===== config.mk =====
export PLATFORM = sky130hd
export DESIGN_NAME = morph_window_3x3
export DESIGN_NICKNAME = d
export VERILOG_FILES = /design/src/rtl/morph_window_3x3.sv
export SDC_FILE = /design/constraint.sdc
export NUM_CORES = 1
export LEC_CHECK = 0
export CAP_MARGIN = 30
export CORE_UTILIZATION = 59
export DETAILED_ROUTE_END_ITERATION = 7
export PLACE_DENSITY = 0.81
export SLEW_MARGIN = 20
export SYNTH_ARGS = -nofsm -noshare
export SYNTH_HDL_FRONTEND = slang
export SYNTH_SLANG_ARGS = --single-unit

===== constraint.sdc =====
create_clock -name clk -period 4 [get_ports clk]
set_input_delay 1.2 -clock clk [delete_from_list [all_inputs] [get_ports clk]]
set_output_delay 1.2 -clock clk [all_outputs]
set_load 0.03 [all_outputs]

===== src/rtl/morph_window_3x3.sv =====
// 3x3 binary morphology window for N-bit class masks.
// Consumes the current pixel plus the 1- and 2-line-delayed taps from the
// line FIFO chain, builds a sliding 3x3 window and applies pass / erode /
// dilate / majority independently to each bit plane. The output stream is
// valid-qualified and carries line and frame markers for the inner
// (w-2) x (h-2) region.
module morph_window_3x3 #(
  parameter int N     = 3,
  parameter int CNT_W = 16
) (
  input  logic             clk,
  input  logic             reset_n,
  input  logic             enable,
  input  logic [N-1:0]     row_cur,
  input  logic [N-1:0]     row_d1,
  input  logic [N-1:0]     row_d2,
  input  logic [CNT_W-1:0] img_width,
  input  logic [CNT_W-1:0] img_height,
  input  logic [1:0]       mode,
  output logic [N-1:0]     data_out,
  output logic             out_valid,
  output logic             out_line_end,
  output logic             out_frame_end
);

  typedef enum logic [1:0] {
    MODE_PASS   = 2'b00,
    MODE_ERODE  = 2'b01,
    MODE_DILATE = 2'b10,
    MODE_MAJ    = 2'b11
  } mode_e;

  // Frame geometry and operator, frozen for the duration of a frame.
  logic [CNT_W-1:0] w_l;
  logic [CNT_W-1:0] h_l;
  mode_e            m_l;

  // Column / row position of the pixel presented on the current strobe.
  logic [CNT_W-1:0] x;
  logic [CNT_W-1:0] y;

  // win[row][col]: row 0 = line y-2, row 2 = line y;
  // col 0 = column x-2, col 2 = newest column x.
  logic [N-1:0] win [3][3];

  logic         win_valid;
  logic         line_last;
  logic         frame_last;
  logic [N-1:0] filt;

  logic x_last;
  logic y_last;
  logic in_core;

  assign x_last  = (x == w_l - CNT_W'(1));
  assign y_last  = (y == h_l - CNT_W'(1));
  // Both earlier columns and both earlier lines belong to this frame/line.
  assign in_core = (x >= CNT_W'(2)) && (y >= CNT_W'(2));

  // Per-bit operator on the nine window samples; bit 4 is the centre.
  function automatic logic op_bit(input logic [8:0] v, input mode_e m);
    logic [3:0] cnt;
    cnt = '0;
    for (int i = 0; i < 9; i++) cnt = cnt + 4'(v[i]);
    case (m)
      MODE_PASS:   return v[4];
      MODE_ERODE:  return &v;
      MODE_DILATE: return |v;
      default:     return (cnt >= 4'd5);
    endcase
  endfunction

  // Position counters and configuration shadow reload at frame boundary.
  always_ff @(posedge clk) begin
    // NOTE: state registers use non-blocking assignments so every flop
    // samples pre-edge values, independent of statement order.
    if (!reset_n) begin
      x   <= '0;
      y   <= '0;
      w_l <= img_width;
      h_l <= img_height;
      m_l <= mode_e'(mode);
    end else if (enable) begin
      if (x_last) begin
        x <= '0;
        if (y_last) begin
          y   <= '0;
          w_l <= img_width;
          h_l <= img_height;
          m_l <= mode_e'(mode);
        end else begin
          y <= y + CNT_W'(1);
        end
      end else begin
        x <= x + CNT_W'(1);
      end
    end
  end

  // Window shift: oldest column drops out, newest column loads the taps.
  always_ff @(posedge clk) begin
    // NOTE: the window is nine ordinary flops, not a RAM, so clearing it
    // on reset costs nothing and keeps data_out deterministic.
    if (!reset_n) begin
      for (int r = 0; r < 3; r++) begin
        for (int c = 0; c < 3; c++) win[r][c] <= '0;
      end
    end else if (enable) begin
      for (int r = 0; r < 3; r++) begin
        win[r][0] <= win[r][1];
        win[r][1] <= win[r][2];
      end
      win[0][2] <= row_d2;
      win[1][2] <= row_d1;
      win[2][2] <= row_cur;
    end
  end

  // Window qualification, registered alongside the window shift.
  always_ff @(posedge clk) begin
    if (!reset_n) begin
      win_valid  <= 1'b0;
      line_last  <= 1'b0;
      frame_last <= 1'b0;
    end else begin
      win_valid  <= enable && in_core;
      line_last  <= enable && in_core && x_last;
      frame_last <= enable && in_core && x_last && y_last;
    end
  end

  // Morphological operator applied to every bit plane of the window.
  always_comb begin
    // NOTE: assigning a default first guarantees no latch is inferred.
    filt = '0;
    for (int b = 0; b < N; b++) begin
      filt[b] = op_bit({win[2][2][b], win[2][1][b], win[2][0][b],
                        win[1][2][b], win[1][1][b], win[1][0][b],
                        win[0][2][b], win[0][1][b], win[0][0][b]}, m_l);
    end
  end

  // Output register: free-running, data holds between valid windows.
  always_ff @(posedge clk) begin
    if (!reset_n) begin
      data_out      <= '0;
      out_valid     <= 1'b0;
      out_line_end  <= 1'b0;
      out_frame_end <= 1'b0;
    end else begin
      out_valid     <= win_valid;
      out_line_end  <= line_last;
      out_frame_end <= frame_last;
      if (win_valid) data_out <= filt;
    end
  end

endmodule


### After elaboration in Yosys (flattened, before gate mapping)

Memories as Yosys holds them, arrays and structs flattened.
Index checks and enable logic that the tools add are counted.

| storage, ports and cells | value |
|---|---|
| word-level logic and storage cells | 105 |
| memories kept | 1 |
| register bits | 75 |
| input bits | 46 |
| memory bits (writable) | 27 |

| operators by class | value |
|---|---|
| equal/unequal tests | 7 |
| reduce and logical (&&, ||, !) cells | 13 |
| add/subtract/negate cells | 28 |
| muxes and demuxes | 30 |
| magnitude comparators | 5 |
| bitwise gates (word level) | 9 |

Memory list:

| name | words | width | rd ports | clocked after Yosys merged registers in | write ports | RTL line | RTL |
|---|---|---|---|---|---|---|---|
| win | 3 | 9 | 3 | 0 | 3 | 44 | `logic [N-1:0] win [3][3];` |

Operator list:

| cell | count |
|---|---|
| two-way mux 16 bit | 10 |
| adder 4 x 1 -> 4 bit | 15 |
| adder 16 x 1 -> 16 bit (second input constant) | 2 |
| == test 16 bit | 2 |
| >= comparator 16 x 2 -> 1 bit (second input constant) | 2 |
| subtractor 16 x 1 -> 16 bit (second input constant) | 2 |
| two-way mux 3 bit | 9 |
| AND reduction 9 bit | 3 |
| OR reduction 9 bit | 3 |
| adder 3 x 1 -> 4 bit | 3 |
| >= comparator 4 x 3 -> 1 bit (second input constant) | 3 |
| adder 2 x 1 -> 3 bit | 3 |
| bitwise OR 1 bit | 9 |
| case mux 1 bit (3 select lines) | 3 |
| two-way mux 2 bit | 4 |
| adder 1 x 1 -> 2 bit | 3 |
| != test 2 x 1 -> 1 bit (second input constant) | 3 |
| logical AND 1 bit | 4 |
| two-way mux 1 bit | 4 |
| AND reduction 3 bit | 1 |
| == test 2 x 1 -> 1 bit (second input constant) | 1 |
| == test 2 bit (second input constant) | 1 |
| zero test 2 bit | 1 |
| AND reduction 2 bit | 1 |

### Longest topological paths before layout

An unclocked memory read counts as a cell.

| depth | value |
|---|---|
| word-level depth | 11 |
| gate-level depth with buffers | 14 |
| gate-level depth less buffers | 14 |

### Worst setup path after synthesis

Ideal clock, no wire load.

| timing | value |
|---|---|
| path kind | flip-flop to flip-flop |
| start point | memory win[0][4] (netlist name) |
| end point | register data_out[1] |
| buffers on the path | 0 |
| library setup time | 123 ps |
| arrival | 3342 ps |
| period minus slack after synthesis | 3465 ps |
| path slack | 535 ps |
| stages on the path, launching flop included | 14 |
| cells stage by stage | edfxtp_1 inv_1 fa_1 fa_1 fa_1 inv_1 fa_1 inv_1 fa_1 nand2b_1 a221o_1 a22o_1 a31oi_1 a21oi_1 |

RTL lines:

| what | RTL line | RTL |
|---|---|---|
| from (decl) | 44 |  |
| to (signal assigned) | 154 | `if (win_valid) data_out <= filt;` |
| to (decl) | 20 | `output logic [N-1:0] data_out,` |

==> results.ini <==
[global_routing]
grt_pass1_vias=4664
antenna_found_initial=0
grt_pass1_wl_um=22200
grt_usage=0.252
grt_max_degree=43
gr-total-overflow=0

[sta]
fin_crit_ps=3810
finalMaxSlewViolations=0
fin_skew_ps=13.4
report.final.setup_viol=0
slew_headroom=0.392
tns_ps=0
hold_slack_ps=452
hold_violations=0
rsz0062_at_grt=no
tightest_slew_ps=912
max_clock_freq_mhz=263
finalCritPeriodShare=0.951

[floorplanning]
start_util=0.605
dieArea_um2=11000
io-pin-count=52
num_rows=37
core-area_um2=10300
die_y_um=105
fp.dieW_um=105

[logic_synthesis]
synth_top_cell_by_area=edfxtp_1
avgSynthCellArea_um2=9.82
netlist_area_um2=6220
synth.top_cell.area_share=0.295
yosysSeqAreaShare=0.427
synth-seq-cells=102
syn_inst=633
yosysUniqueCellTypes=66
ys_top_cells_by_count=edfxtp_1 (61), inv_1 (55), nor2_1 (55)
postSynth.asyncResetShare=0
yosysMostFrequentCell=edfxtp_1
ys_warn_count=0
synth-edff-count=61
syn-num-nets=712
synthFlopType=edfxtp_1
netlist_top_cells_area=edfxtp_1 (29%), dfxtp_1 (13%), fa_1 (4.8%)

[setup_path]
reg2reg_from=win[0][0]$_SDFFCE_PN0P_
cp_max_fo=3
crit_arrival_ps=4110
crit_path_start=win[0][0]$_SDFFCE_PN0P_
cp.required_ps=4310
crit_path_end_kind=flop
start_kind=flop
critPathKind=flop to flop

[cts]
clk_pin_slew_worst_paths_ps=100
ctsResizeCount=0
cts_buffer_depth=2
clk-insertion-delay-late_ps=370
cts_made_buffers=9
htreeDepth=3
post-cts-setup-buffer-count=0
cts_root_buf=clkbuf_8
cts_tree=done
cts.sinks=102
hold_buffers=0

[place]
dpl_cell_area_um2=6840
gp_congestion=0.877
hpwl_um=9830
io_buffers=51

[routing]
drc=0
avgViaCountPerCell=6.01
detail-route-antenna-nets=0
drt-initial-drc-count=251
drt-wirelength-per-cell_um=16.3
dr.pass1.iters=5
vias=4883
finalWirelength_um=13200

[final_layout]
drive_gt1_frac=0.0635
n_antenna_cell=0
syn2layout_area_growth_pct=13.1
finalNetCount=751
stdcell_area_um2=7030

[pwr]
power_density_nw_per_um2=320
p_total_uw=2250
vdd_drop_max_mv=0.185
p_leak_uw=0.00272

[hold_path]
hold_class=flop to flop
min-delay-start=line_last$_SDFF_PN0_

[run]
maxCapViolations=0

[status]
status=finished, final reports clean

## where the power goes
| group | total, µW | switching, µW | internal [µW] |
|---|---|---|---|
| registers | 1210 | 50.1 | 1160 |
| logic | 387 | 200 | 188 |
| clock network | 652 | 353 | 299 |
| total | 2250 | 603 | 1640 |
## worst max-delay path: stages (launching register included)
cell	delay, ps
edfxtp_1	380
inv_1	90
fa_1	580
fa_1	450
fa_1	490
inv_1	50
fa_1	380
inv_1	90
fa_1	420
nand2b_1	120
a221o_1	170
nand2_1	60
a41oi_1	240
mux2i_1	120
nor2b_1	110
## sequential cells by signal, indices dropped and copies added (netlist names), 2 cells and up
register / cells
data_out: 3
h_l: 16
m_l: 2
w_l: 16
win: 27
x: 16
y: 16
## per-layer routing
layer / wire (µm) / vias up / part of all wire / global-route usage
li1: - / 2358 / - / -
met1: 5770 / 2367 / 0.44 / 0.330
met2: 6700 / 138 / 0.51 / 0.428
met3: 574 / 20 / 0.043 / 0.0368
met4: 196 / 0 / 0.015 / 0.0825
met5: 0 / - / 0 / 0
## cells in the final DEF (no fill, tap or decap), types with 18 or more instances in the layout
cell	n
dfxtp_1	41
and3_1	38
nor4_1	29
inv_1	55
edfxtp_1	61
clkdlybuf4s50_1	51
xor2_1	31
xnor2_1	27
nand2_1	35
ha_1	18
o21ai_0	20
nor2_1	55
nand4_1	22
## logic make-up after synthesis
group / count (synthesis) / share of synthesized area
and+or+nand+nor: 267 / 0.242
DFF: 102 / 0.427
buffers and inverters: 87 / 0.0557
xor gates and xnor gates: 59 / 0.0853
AOI/OAI and AO/OA: 80 / 0.0976
muxes: 5 / 0.00825
adders and majority gates: 33 / 0.0845
## final cells by class
| type | count | area [µm²] |
|---|---|---|
| Inverter | 55 | 206 |
| Clock buffer | 11 | 135 |
| Timing Repair Buffer | 60 | 591 |
| Tap cell | 136 | 170 |
| Multi-Input combinational cell | 444 | 3220 |
| Sequential cell | 102 | 2650 |
| Fill cell | 777 | 3250 |
| Clock inverter | 5 | 56.3 |
## worst paths after layout
path                                            endpoint  slack (ps)  cells past startpoint
worst max-delay path            data_out[0]$_SDFFE_PN0P_         190                     14
worst min-delay path             out_line_end$_SDFF_PN0_         450                      1
worst max register to register  data_out[0]$_SDFFE_PN0P_         190                     14
worst min register to register   out_line_end$_SDFF_PN0_         450                      1
## metrics by stage
step,util,setup slack [ps],std cells
6_report,0.684,195,813
5_1_grt,0.684,26.8,813
4_1_cts,0.684,245,813
3_5_place_dp,0.665,266,797
3_3_place_gp,0.665,477,797
2_1_floorplan,-,535,633
Note: power is estimated with default switching activity, not from simulation.
